File: src/rtl/sort_arb_pkg.sv
// Shared types, constants and pixel-unpacking helper for the shared-sorter arbiter.
// Pixels are packed {r,g,b}, with r in the most significant component slot.
package sort_arb_pkg;

    localparam int DW_DEFAULT = 8;
    localparam int MAX_DW     = 32;

    localparam logic SRC_A = 1'b0;
    localparam logic SRC_B = 1'b1;

    localparam int COMP_B = 0;
    localparam int COMP_G = 1;
    localparam int COMP_R = 2;

    // Extracts component idx (0=b, 1=g, 2=r) of width dw from a zero-extended packed pixel.
    function automatic logic [MAX_DW-1:0] unpack_comp(
        input logic [3*MAX_DW-1:0] pix,
        input int                  dw,
        input int                  idx
    );
        logic [3*MAX_DW-1:0] shifted;
        logic [MAX_DW-1:0]   mask;
        shifted = pix >> (dw * idx);
        mask    = (dw >= MAX_DW) ? '1 : ((MAX_DW'(1) << dw) - MAX_DW'(1));
        return shifted[MAX_DW-1:0] & mask;
    endfunction

endpackage

File: src/rtl/sort_arbiter_sort3.sv
// Registered 3-input sorter: one cycle after ce, presents max/mid/min and the source tag.
// Equal inputs are legal; the outputs are always the input multiset in descending order.
module sort3_stage
    import sort_arb_pkg::*;
#(
    parameter int DW = DW_DEFAULT
) (
    input  logic          clk,
    input  logic          rst,
    input  logic          ce,
    input  logic [DW-1:0] r,
    input  logic [DW-1:0] g,
    input  logic [DW-1:0] b,
    input  logic          tag_in,
    output logic [DW-1:0] max_out,
    output logic [DW-1:0] mid_out,
    output logic [DW-1:0] min_out,
    output logic          tag_out,
    output logic          v_out
);

    logic [DW-1:0] hi_rg;
    logic [DW-1:0] lo_rg;
    logic [DW-1:0] max_d, max_q;
    logic [DW-1:0] mid_d, mid_q;
    logic [DW-1:0] min_d, min_q;
    logic          tag_d, tag_q;
    logic          v_d, v_q;

    // Order r/g first, then place b relative to that pair.
    always_comb begin
        hi_rg = (r >= g) ? r : g;
        lo_rg = (r >= g) ? g : r;
        max_d = max_q;
        mid_d = mid_q;
        min_d = min_q;
        tag_d = tag_q;
        v_d   = ce;
        if (ce) begin
            max_d = (hi_rg >= b) ? hi_rg : b;
            min_d = (lo_rg <= b) ? lo_rg : b;
            if (b >= hi_rg) begin
                mid_d = hi_rg;
            end else if (b <= lo_rg) begin
                mid_d = lo_rg;
            end else begin
                mid_d = b;
            end
            tag_d = tag_in;
        end
    end

    always_ff @(posedge clk or posedge rst) begin
        if (rst) begin
            max_q <= '0;
            mid_q <= '0;
            min_q <= '0;
            tag_q <= 1'b0;
            v_q   <= 1'b0;
        end else begin
            max_q <= max_d;
            mid_q <= mid_d;
            min_q <= min_d;
            tag_q <= tag_d;
            v_q   <= v_d;
        end
    end

    assign max_out = max_q;
    assign mid_out = mid_q;
    assign min_out = min_q;
    assign tag_out = tag_q;
    assign v_out   = v_q;

endmodule

File: src/rtl/sort_arbiter.sv
// Round-robin share of one registered max/mid/min sorter between two RGB requesters,
// feeding a small first-word-fall-through FIFO that is never overrun thanks to credit gating.
module sort_arbiter
    import sort_arb_pkg::*;
#(
    parameter int DW    = DW_DEFAULT,
    parameter int DEPTH = 2,
    parameter int CW    = 16
) (
    input  logic            clk,
    input  logic            rst,
    input  logic            a_valid,
    output logic            a_ready,
    input  logic [3*DW-1:0] a_data,
    input  logic            b_valid,
    output logic            b_ready,
    input  logic [3*DW-1:0] b_data,
    output logic            out_valid,
    input  logic            out_ready,
    output logic [DW-1:0]   out_max,
    output logic [DW-1:0]   out_mid,
    output logic [DW-1:0]   out_min,
    output logic            out_src,
    output logic            busy,
    output logic [CW-1:0]   cnt_a,
    output logic [CW-1:0]   cnt_b
);

    localparam int AW = (DEPTH > 1) ? $clog2(DEPTH) : 1;
    localparam int NW = AW + 1;

    typedef struct packed {
        logic [DW-1:0] mx;
        logic [DW-1:0] md;
        logic [DW-1:0] mn;
        logic          src;
    } entry_t;

    logic            prio_b_q, prio_b_d;
    logic [CW-1:0]   cnt_a_q, cnt_a_d;
    logic [CW-1:0]   cnt_b_q, cnt_b_d;
    logic [AW-1:0]   wr_ptr_q, wr_ptr_d;
    logic [AW-1:0]   rd_ptr_q, rd_ptr_d;
    logic [NW-1:0]   count_q, count_d;
    entry_t          mem_q [DEPTH];
    entry_t          mem_d [DEPTH];
    entry_t          head;

    logic            grant_a, grant_b;
    logic            credit_ok;
    logic            acc_a, acc_b, accept;
    logic            push, pop;
    logic [3*DW-1:0] sel_data;
    logic [DW-1:0]   pix_r, pix_g, pix_b;
    logic [DW-1:0]   s1_max, s1_mid, s1_min;
    logic            s1_tag, s1_v;

    // Credit counts the sorter slot as occupied; a same-cycle pop is deliberately not credited.
    always_comb begin
        credit_ok = (count_q + NW'(s1_v)) < NW'(DEPTH);
        grant_a   = a_valid & (~b_valid | ~prio_b_q);
        grant_b   = b_valid & (~a_valid | prio_b_q);
        a_ready   = grant_a & credit_ok;
        b_ready   = grant_b & credit_ok;
        acc_a     = a_valid & a_ready;
        acc_b     = b_valid & b_ready;
        accept    = acc_a | acc_b;
        sel_data  = grant_b ? b_data : a_data;
        prio_b_d  = prio_b_q;
        cnt_a_d   = cnt_a_q;
        cnt_b_d   = cnt_b_q;
        if (acc_a) begin
            prio_b_d = 1'b1;
            cnt_a_d  = cnt_a_q + CW'(1);
        end else if (acc_b) begin
            prio_b_d = 1'b0;
            cnt_b_d  = cnt_b_q + CW'(1);
        end
    end

    assign pix_r = DW'(unpack_comp((3*MAX_DW)'(sel_data), DW, COMP_R));
    assign pix_g = DW'(unpack_comp((3*MAX_DW)'(sel_data), DW, COMP_G));
    assign pix_b = DW'(unpack_comp((3*MAX_DW)'(sel_data), DW, COMP_B));

    sort3_stage #(
        .DW (DW)
    ) u_sort3 (
        .clk     (clk),
        .rst     (rst),
        .ce      (accept),
        .r       (pix_r),
        .g       (pix_g),
        .b       (pix_b),
        .tag_in  (acc_b ? SRC_B : SRC_A),
        .max_out (s1_max),
        .mid_out (s1_mid),
        .min_out (s1_min),
        .tag_out (s1_tag),
        .v_out   (s1_v)
    );

    // Every sorter result is pushed the cycle it appears; credit guarantees room for it.
    always_comb begin
        push     = s1_v;
        pop      = (count_q != '0) & out_ready;
        mem_d    = mem_q;
        wr_ptr_d = wr_ptr_q;
        rd_ptr_d = rd_ptr_q;
        count_d  = count_q;
        if (push) begin
            mem_d[wr_ptr_q] = '{mx: s1_max, md: s1_mid, mn: s1_min, src: s1_tag};
            wr_ptr_d        = wr_ptr_q + AW'(1);
        end
        if (pop) begin
            rd_ptr_d = rd_ptr_q + AW'(1);
        end
        case ({push, pop})
            2'b10:   count_d = count_q + NW'(1);
            2'b01:   count_d = count_q - NW'(1);
            default: count_d = count_q;
        endcase
    end

    always_ff @(posedge clk or posedge rst) begin
        if (rst) begin
            prio_b_q <= 1'b0;
            cnt_a_q  <= '0;
            cnt_b_q  <= '0;
            wr_ptr_q <= '0;
            rd_ptr_q <= '0;
            count_q  <= '0;
            for (int i = 0; i < DEPTH; i++) begin
                mem_q[i] <= '0;
            end
        end else begin
            prio_b_q <= prio_b_d;
            cnt_a_q  <= cnt_a_d;
            cnt_b_q  <= cnt_b_d;
            wr_ptr_q <= wr_ptr_d;
            rd_ptr_q <= rd_ptr_d;
            count_q  <= count_d;
            mem_q    <= mem_d;
        end
    end

    assign head      = mem_q[rd_ptr_q];
    assign out_valid = (count_q != '0);
    assign out_max   = head.mx;
    assign out_mid   = head.md;
    assign out_min   = head.mn;
    assign out_src   = head.src;
    assign busy      = s1_v | (count_q != '0);
    assign cnt_a     = cnt_a_q;
    assign cnt_b     = cnt_b_q;

endmodule

File: config.mk
export PLATFORM = sky130hd
export DESIGN_NAME = sort_arbiter
export DESIGN_NICKNAME = d
export VERILOG_FILES = /design/src/rtl/sort_arb_pkg.sv /design/src/rtl/sort_arbiter_sort3.sv /design/src/rtl/sort_arbiter.sv
export SDC_FILE = /design/constraint.sdc
export NUM_CORES = 1
export LEC_CHECK = 0
export CAP_MARGIN = 20
export CORE_UTILIZATION = 49
export CTS_BUF_LIST = sky130_fd_sc_hd__clkbuf_8
export DETAILED_ROUTE_END_ITERATION = 10
export PLACE_DENSITY_LB_ADDON = 0.2
export SYNTH_ARGS = -nofsm -noshare
export SYNTH_HDL_FRONTEND = slang
export SYNTH_SLANG_ARGS = --single-unit
File: constraint.sdc
create_clock -name clk -period 4.5 [get_ports clk]
set_input_delay 0.45 -clock clk [delete_from_list [all_inputs] [get_ports clk]]
set_output_delay 0.45 -clock clk [all_outputs]
set_load 0.01 [all_outputs]
### Yosys cells after proc, flatten, opt, wreduce, memory -nomap -nowiden

Index checks and enable logic that the tools add are counted.

| word-level totals | value |
|---|---|
| register bits after elaboration | 113 |
| bits of input ports | 53 |
| output and inout bits | 61 |

| cells by class | value |
|---|---|
| add/sub/neg operators | 7 |
| order comparisons | 9 |
| equal/unequal tests | 2 |
| mux-type cells | 17 |
| bitwise logic cells | 17 |
| reductions and logical operators | 5 |

Operator list:

| kind | count |
|---|---|
| 25-bit two-way mux | 4 |
| 50-bit bitwise mux | 1 |
| 8-bit two-way mux | 6 |
| 16-bit by 1-bit adder with 16-bit output, second input constant | 2 |
| 25-bit demux with 1-bit select | 1 |
| 8-bit >= comparator | 3 |
| 24-bit two-way mux | 1 |
| 8-bit <= comparator | 2 |
| 1-bit bitwise AND | 7 |
| 2-bit nonzero test | 3 |
| 2-bit >= comparator, second input constant | 2 |
| 1-bit NOT | 4 |
| 1-bit NOT with 2-bit output | 2 |
| 1-bit bitwise OR | 4 |
| 2-bit case mux with 2 select lines | 1 |
| 1-bit two-way mux | 3 |
| 1-bit adder, second input constant | 2 |
| 2-bit by 1-bit adder with 2-bit output | 1 |
| 2-bit by 1-bit adder with 2-bit output, second input constant | 1 |
| 2-bit by 1-bit == test with 1-bit output, second input constant | 1 |
| 2-bit == test, second input constant | 1 |
| 2-bit by 1-bit < comparator with 1-bit output, second input constant | 1 |
| 2-bit < comparator, second input constant | 1 |
| 2-bit AND reduction | 1 |
| other kinds (2) | 2 |

### Longest topological paths before layout

Gate-level depths: netlist of run 1.

| logic depth | value |
|---|---|
| depth after elaboration | 9 |
| mapped depth | 24 |

### By module

Synthesis of run 1 repeated with hierarchy kept, for this count alone.

| unflattened totals | value |
|---|---|
| cell total of the unflattened synthesis | 571 |
| area, all modules | 6595.1 um^2 |

Modules (own cells, without submodules):

| module | times used | cells each | area an instance (um^2) |
|---|---|---|---|
| sort_arbiter | 1 | 319 | 4189.0 |
| sort3_stage | 1 | 252 | 2406.1 |

### Worst setup path after synthesis of run 1

No wires, ideal clock.

| timing | value |
|---|---|
| path type | in2reg |
| from | input port a_valid |
| to | register u_sort3.mid_q[7] (netlist: u_sort3.mid_out[7]) |
| library setup time | 67 ps |
| data arrival time | 4947 ps |
| data required time | 4433 ps |
| path slack | -514 ps |
| stages on the path | 19 |
| path buffers | 3 |
| cell sequence | inv_2 > o21ai_1 > buf_2 > buf_2 > mux2i_1 > ha_1 > and4_1 > a221oi_1 > o31ai_1 > nor2_2 > buf_6 > mux2_4 > ha_1 > a21oi_1 > o21ai_0 > o31ai_2 > o21ai_1 > o221ai_1 > o221a_1 |

| on the way | value |
|---|---|
| cells in the longest elaborated chain, start to end | 9 |
| elaborated cells on any way between the ends | 17 |
| those cells by class | order compare: 3; mux: 5; bitwise: 9 |

Ends and longest elaborated chain:

| what | line | source |
|---|---|---|
| start, declared | sort_arbiter.sv:12 | `input logic a_valid,` |
| 1-bit NOT | sort_arbiter.sv:62 | `grant_b = b_valid & (~a_valid \| prio_b_q);` |
| 1-bit bitwise OR | sort_arbiter.sv:62 |  |
| 1-bit bitwise AND | sort_arbiter.sv:62 |  |
| 24-bit two-way mux | sort_arbiter.sv:68 | `sel_data = grant_b ? b_data : a_data;` |
| 8-bit >= comparator | sort_arbiter_sort3.sv:32, sort_arbiter_sort3.sv:33 |  |
| 8-bit two-way mux | sort_arbiter_sort3.sv:33 | `lo_rg = (r >= g) ? g : r;` |
| 8-bit <= comparator | sort_arbiter_sort3.sv:44 | `end else if (b <= lo_rg) begin` |
| 8-bit two-way mux | sort_arbiter_sort3.sv:44 |  |
| 8-bit two-way mux | sort_arbiter_sort3.sv:42 | `if (b >= hi_rg) begin` |
| end signal, assigned | sort_arbiter_sort3.sv:62 | `mid_q <= mid_d;` |
| end, declared | sort_arbiter_sort3.sv:25 | `logic [DW-1:0] mid_d, mid_q;` |

Parallel ways exist; a longest one is shown, timed or not.
A chain may end at the register's enable or synchronous reset.

### Worst setup path in the final report of run 1

| timing | value |
|---|---|
| from | register prio_b_q |
| to | register u_sort3.mid_q[0] (netlist: u_sort3.mid_out[0]) |

| on the way | value |
|---|---|
| cells in the longest elaborated chain, start to end | 8 |
| elaborated cells on any way between the ends | 18 |
| those cells by class | order compare: 3; mux: 5; bitwise: 10 |

Ends and longest elaborated chain:

| what | line | source |
|---|---|---|
| start, declared | sort_arbiter.sv:39 | `logic prio_b_q, prio_b_d;` |
| start signal, assigned | sort_arbiter.sv:136 | `prio_b_q <= prio_b_d;` |
| 1-bit bitwise OR | sort_arbiter.sv:62 |  |
| 1-bit bitwise AND | sort_arbiter.sv:62 |  |
| 24-bit two-way mux | sort_arbiter.sv:68 |  |
| 8-bit >= comparator | sort_arbiter_sort3.sv:32, sort_arbiter_sort3.sv:33 |  |
| 8-bit two-way mux | sort_arbiter_sort3.sv:33 |  |
| 8-bit <= comparator | sort_arbiter_sort3.sv:44 |  |
| 8-bit two-way mux | sort_arbiter_sort3.sv:44 |  |
| 8-bit two-way mux | sort_arbiter_sort3.sv:42 |  |

Parallel ways exist; a longest one is shown, timed or not.

==> results of run 1 <==
worst reg2reg max path, cell delays in order (launching register included):
cell      delay (ns)
dfrtp_1         0.40
o21ai_4         0.15
buf_12          0.14
buf_12          0.13
buf_6           0.11
mux2i_4         0.25
ha_4            0.25
a21oi_2         0.14
nand2_1         0.11
a221oi_4        0.34
o31ai_4         0.14
nor2_4          0.25
buf_6           0.18
mux2_4          0.33
ha_4            0.23
nand4_1         0.18
a21oi_2         0.08
o31ai_4         0.25
buf_6           0.17
buf_6           0.11
nor2_2          0.04
nor3_2          0.20
o221ai_1        0.16
o221a_1         0.15
synthesized netlist by cell type (4+ instances only):
library cell	count	area share
a21o_1	4	0.0049
a21oi_1	22	0.018
a21oi_2	9	0.013
a221o_1	6	0.0097
and2_1	4	0.0041
and3_1	4	0.0041
clkbuf_1	12	0.0073
dfrtp_1	113	0.46
ha_1	25	0.051
inv_1	25	0.015
mux2_2	81	0.15
mux2i_1	25	0.041
nand2_1	34	0.021
nand3_1	13	0.011
nand4_1	9	0.0091
nor2_1	21	0.013
nor3_1	14	0.011
o21ai_1	4	0.0032
o221a_1	7	0.013
o221ai_1	8	0.011
o22ai_1	8	0.0081
or3_1	4	0.0041
xnor2_1	23	0.033
xor2_1	12	0.017
power groups by stage:
stage,registers (W),logic (W),clock network (W)
finish,0.00177,0.00322,0.000999
detailed placement,0.00181,0.00284,0
floorplan,0.00168,0.00180,0
global placement,0.00177,0.00277,0
CTS,0.00179,0.00297,0.00102
global route,0.00182,0.00344,0.00106
layout make-up:
cell class / count / area [sq um]
clock inverter: 13 / 170
sequential: 113 / 2830
multi-input combinational: 378 / 3550
inverter: 27 / 104
fill: 823 / 3100
clock buffer: 18 / 248
timing repair buffer: 208 / 1960
tap: 168 / 210
registers in the layout, indices dropped and copies added (netlist names):
| register | flops |
|---|---|
| mem_q | 50 |
| u_sort3.v_out | 1 |
| count_q | 2 |
| u_sort3.min_out | 8 |
| cnt_a | 16 |
| u_sort3.tag_out | 1 |
| u_sort3.mid_out | 8 |
| wr_ptr_q | 1 |
| u_sort3.max_out | 8 |
| rd_ptr_q | 1 |
| prio_b_q | 1 |
| cnt_b | 16 |
per-layer routing:
metal,vias up,GRT usage,routed length (um)
met5,-,0,0
met4,0,0.0952,438
met3,29,0.0535,770
met2,197,0.425,8300
met1,2513,0.299,6490
li1,2375,-,-
how the worst max path moves through the flow:
stage | end | slack, ns | depth (start not counted) | from
floorplan | u_sort3.mid_out[1] | 0.004 | 21 | a_valid
global placement | u_sort3.mid_out[2] | -0.51 | 21 | a_valid
detailed placement | u_sort3.mid_out[5] | -0.65 | 21 | a_valid
CTS | u_sort3.mid_out[5] | 0.006 | 22 | b_valid
global route | u_sort3.mid_out[1] | -0.25 | 23 | prio_b_q
finish | u_sort3.mid_out[0] | -0.09 | 23 | prio_b_q
through the flow:
stage               utilization  std cells  cell area (sq um)  setup TNS, ns
floorplan                     -        538               6300              0
global placement          0.667        875               8120         -10.12
detailed placement        0.667        875               8120         -11.99
CTS                       0.720        918               8760              0
global route              0.745        925               9060          -2.68
finish                    0.745        925               9060         -0.270
cell families after synthesis:
family	Yosys count	synth area share
AO/OA/AOI/OAI	88	0.114
XOR/XNOR	35	0.0496
adder cells (fa/ha/maj)	27	0.0543
buffers and inverters	47	0.0320
flip-flops	113	0.458
multiplexers	109	0.195
AND/OR/NAND/NOR	119	0.0970
placed cells by master (no fill, tap or decap), types with 6 or more instances in the layout:
master             n
dfrtp_1          113
clkdlybuf4s50_1  111
mux2_2            78
buf_4             78
nand2_1           34
inv_1             24
xnor2_1           23
nor2_1            19
ha_1              18
clkbuf_8          18
a21oi_2           16
mux2i_1           14
a21oi_1           14
nand3_1           13
xor2_1            12
buf_6             12
nor3_1            10
nand4_1            9
o22ai_1            8
mux2i_4            7
o221a_1            7
ha_4               7
a221o_1            6
mux2_4             6
what timing repair did:
item | 4_1_cts | 5_1_grt
setup endpoints to repair | 16 | 24
pin swaps | 10 | 19
resized for setup | 22 | 43
endpoints found under the hold margin | 0 | 0
buffers inserted | 12 | 5
==> impl_metrics.json, run 1 <==
{
  "status": "finished, violations left",
  "violations": "setup timing",
  "coreArea_sq_mm": 0.0122,
  "die_area_sq_mm": 0.0131,
  "num_vias": 5114,
  "ys_ff_latch": 113,
  "hold_buffers": 0,
  "via_per_inst": 5.53,
  "async_reset_ff_frac": 1.00,
  "netlist-cell-type-count": 59,
  "remaining_drc_errors": 0,
  "wirelength_um": 16000,
  "gp_congestion": 0.939,
  "grt_overflow_total": 0,
  "layout-drive-gt1-share": 0.374,
  "r2r_slack_ns": -0.09,
  "clkTransAtPathRegs_ns": 0.07,
  "clkPwrFrac": 0.167,
  "insertion_delay_ns": 0.42,
  "worstPathCellList": "o21ai_4, buf_12, buf_12, buf_6, mux2i_4, ha_4, a21oi_2, nand2_1, a221oi_4, o31ai_4, nor2_4, buf_6, mux2_4, ha_4, nand4_1, a21oi_2, o31ai_4, buf_6, buf_6, nor2_2, nor3_2, o221ai_1, o221a_1",
  "path_buf_inv": 6,
  "first_pass_iters": 5,
  "syn_inst": 538,
  "rows": 40,
  "crit_family": "compound AO/OA/AOI/OAI gates",
  "path_class": "reg -> reg",
  "hold_slack_ns": 0.451,
  "cts.path.max_buffers": 2,
  "max_clock_freq_mhz": 218,
  "synth_fp_nets": 616,
  "preCtsSetupSlack_ns": -0.652,
  "period_minus_slack_ns": 4.59,
  "setup_slack_ns": -0.0851,
  "start_util": 0.508,
  "hold_class": "in -> async",
  "synth_ff_type": "dfrtp_1",
  "grt_pass1_wl_um": 24800,
  "numCtsBuffers": 17,
  "cpMostUsedCell": "buf_6",
  "arrival_ns": 4.90,
  "diodes": 0,
  "die_y_um": 114,
  "syn2layout_area_growth_pct": 46.7,
  "drt_iter0_drc": 337,
  "grt_start_max_net_pins": 47,
  "synth_area_per_cell_sq_um": 11.5,
  "synth_edf_count": 0,
  "cts_sinks": 113,
  "p_per_area_mw_per_mm2": 660,
  "cts_tree": "yes",
  "setup_viol": 6,
  "startpoint_type": "flip-flop",
  "combPwrFrac": 0.538,
  "htreeDepth": 4,
  "synth_warnings": 0,
  "track_usage": 0.246,
  "dp_hpwl_um": 11400,
  "power.internal_w": 0.00386,
  "rsz0062_at_grt": "yes",
  "cap_violations": 0,
  "netSwitchingPower_w": 0.00212,
  "grt_pass1_vias": 5127,
  "relSlewSlack": 0.547,
  "portBuffers": 113,
  "period_share": 1.02,
  "wire_per_inst_um": 17.3,
  "cp_max_fo": 6,
  "p_total_w": 0.00598,
  "worst_slew_pin_slew_ns": 0.661,
  "critPathMaxStageDelay_ns": 0.40,
  "fin_skew_ns": 0.0112,
  "r2r-end": "u_sort3.mid_out[0]",
  "r2r-start": "prio_b_q",
  "die_w_um": 114,
  "hold_viol": 0,
  "antenna_found_initial": 0,
  "syn_area_sq_mm": 0.00618,
  "endpoint_kind": "flip-flop",
  "crit_slowest_cell": "dfrtp_1",
  "num-nets-final": 823,
  "peakVddDrop_mv": 0.271,
  "crit_required_ns": 4.81,
  "r2r_cells": 23,
  "seqPwrFrac": 0.295,
  "power_leakage_nw": 3.89,
  "ys_seq_area_frac": 0.458,
  "drtAntennaViolNets": 0,
  "boundaryPins": 114,
  "drv_slew": 0,
  "cts_root_buf": "clkbuf_8",
  "netSwitchingFraction": 0.355
}
(Power assumes the default switching activity.)
==> inputs of run 2 (changes only) <==
- MAX_ROUTING_LAYER: unset -> met4
==> run 2 against run 1 <==
  * The flow still finishes with violations (setup timing)
  * Worst setup slack better by 0.0013 ns
  * Via count fell by 0.59%
  * Register-to-register slack barely moved
  * Die area is the same
  * Sequential cell count stayed put
  * Non-clock buffer count grew 1
  * Combinational power about the same
  * Clock power about the same
  * First-iteration DRC count fell by 7.4%
  * Largest cell class unchanged
==> impl_metrics.json, run 2 (synthesized netlist as in run 1, its figures left out) <==
{
  "via_per_inst": 5.48,
  "power.internal_w": 0.00383,
  "netSwitchingPower_w": 0.00220,
  "drv_slew": 0,
  "boundaryPins": 114,
  "layout-drive-gt1-share": 0.390,
  "power_leakage_nw": 3.87,
  "grt_overflow_total": 0,
  "cp-startpoint": "prio_b_q",
  "remaining_drc_errors": 0,
  "cp_max_fo": 6,
  "wire_per_inst_um": 17.5,
  "portBuffers": 113,
  "endpoint_kind": "flip-flop",
  "crit_slowest_cell": "dfrtp_1",
  "r2r_cells": 22,
  "first_pass_iters": 4,
  "cpMostUsedCell": "buf_6",
  "critPathMaxStageDelay_ns": 0.41,
  "period_minus_slack_ns": 4.58,
  "num-nets-final": 824,
  "wirelength_um": 16200,
  "cts.path.max_buffers": 2,
  "start_util": 0.508,
  "arrival_ns": 4.89,
  "status": "finished, violations left",
  "rsz0062_at_grt": "yes",
  "setup_viol": 7,
  "violations": "setup timing",
  "gp_congestion": 0.985,
  "layout_commonest_cell": "dfrtp_1",
  "syn2layout_area_growth_pct": 47.5,
  "netSwitchingFraction": 0.365,
  "r2r_slack_ns": -0.08,
  "rows": 40,
  "hold_class": "in -> async",
  "startpoint_type": "flip-flop",
  "crit_required_ns": 4.80,
  "cts_sinks": 113,
  "grt_pass1_vias": 5261,
  "num_vias": 5084,
  "path_buf_inv": 6,
  "drt_iter0_drc": 312,
  "relSlewSlack": 0.550,
  "r2r-end": "u_sort3.mid_out[4]",
  "hold_viol": 0,
  "cap_violations": 0,
  "diodes": 0,
  "numCtsBuffers": 17,
  "die_w_um": 114,
  "cts_root_buf": "clkbuf_8",
  "seqPwrFrac": 0.294,
  "r2r-start": "prio_b_q",
  "final_cell_mix": "113 x dfrtp_1, 111 x clkdlybuf4s50_1, 86 x buf_4",
  "p_per_area_mw_per_mm2": 661,
  "clkTransAtPathRegs_ns": 0.07,
  "combPwrFrac": 0.539,
  "largest_reg_flops": 50,
  "die_y_um": 114,
  "worst_slew_pin_slew_ns": 0.657,
  "crit_family": "compound AO/OA/AOI/OAI gates",
  "clkPwrFrac": 0.167,
  "period_share": 1.02,
  "hold_slack_ns": 0.441,
  "peakVddDrop_mv": 0.250,
  "grt_pass1_wl_um": 25700,
  "cts_tree": "yes",
  "htreeDepth": 4,
  "fin_skew_ns": 0.00945,
  "grt_start_max_net_pins": 48,
  "dp_hpwl_um": 11500,
  "worstPathCellList": "o21ai_4, buf_12, buf_12, buf_4, mux2i_4, ha_4, and4_4, a221oi_4, o31ai_4, nor2_4, buf_6, mux2_4, ha_4, nand4_1, a21oi_2, o31ai_4, buf_6, buf_6, nor2_1, nor3_2, o221ai_1, o221a_1",
  "drtAntennaViolNets": 0,
  "post-route-util": 0.749,
  "setup_slack_ns": -0.0838,
  "die_area_sq_mm": 0.0131,
  "coreArea_sq_mm": 0.0122,
  "path_class": "reg -> reg",
  "top_register": "mem_q",
  "track_usage": 0.263,
  "max_clock_freq_mhz": 218,
  "antenna_found_initial": 0,
  "insertion_delay_ns": 0.43
}
run 2: cell count changes in the layout (fill, tap and decap cells not counted), moves of 2 or more:
cell / change
buf_4: +8
buf_6: -7
clkinv_4: +3
ha_1: -3
ha_4: +3
inv_1: -3
nand2_1: -2
nand2_2: +2
nor3_1: -2
nor3_2: +2
o22ai_1: -2
o22ai_2: +2
run 2: power groups by stage:
stage	sequential [W]	clock [W]	combinational [W]
final	0.00177	0.00101	0.00325
after global routing	0.00183	0.00107	0.00348
after CTS	0.00177	0.00102	0.00305
after detailed placement	0.00179	0	0.00293
after global placement	0.00177	0	0.00278
after floorplan	0.00168	0	0.00180
run 2: stage by stage:
step	setup slack [ns]	setup TNS, ns	cells	area, sq um	power, W
floorplan	0.00446	0	538	6300	0.00348
global placement	-0.528	-10.38	875	8120	0.00455
detailed placement	-0.670	-13.03	877	8160	0.00471
CTS	0.00887	0	918	8800	0.00584
global route	-0.238	-3.84	927	9110	0.00638
finish	-0.0838	-0.240	927	9110	0.00602
run 2: routing by layer:
layer / track usage / part of all wire / up-vias
li1: - / - / 2379
met1: 0.310 / 0.42 / 2522
met2: 0.450 / 0.52 / 157
met3: 0.0524 / 0.044 / 26
met4: 0.0900 / 0.022 / 0
met5: - / 0 / -
run 2: worst max path at each step:
stage | end | slack [ns] | cells past startpoint
floorplan | u_sort3.mid_out[1] | 0.004 | 21
global placement | u_sort3.mid_out[0] | -0.53 | 21
detailed placement | u_sort3.mid_out[4] | -0.67 | 21
CTS | u_sort3.mid_out[0] | 0.009 | 21
global route | u_sort3.mid_out[3] | -0.24 | 23
finish | u_sort3.mid_out[4] | -0.08 | 22
run 2: worst register-to-register path: cells and delay by family (launching register included):
family / cells / cell delay, ns
compound gates: 7 / 1.37
fa+ha+maj: 2 / 0.49
buf+inv: 6 / 0.83
flops: 1 / 0.41
mux: 2 / 0.59
simple gates: 5 / 0.77
run 2: timing repair:
action	4_1_cts	5_1_grt
hold buffers	0	0
pin swaps	11	21
resized for setup	25	43
setup buffers	9	9
endpoints found under the setup margin	24	24
run 2: cell type report:
| type | count | area [sq um] |
|---|---|---|
| Fill cell | 834 | 3050 |
| Multi-Input combinational cell | 378 | 3610 |
| Sequential cell | 113 | 2830 |
| Clock inverter | 13 | 161 |
| Tap cell | 168 | 210 |
| Timing Repair Buffer | 209 | 1930 |
| Inverter | 27 | 104 |
| Clock buffer | 19 | 262 |
==> inputs of run 3 (changes only) <==
- CTS_CLUSTER_SIZE: unset -> 10
==> results of run 3 <==
The final DEF is identical to that of run 2; final timing and power are the same.
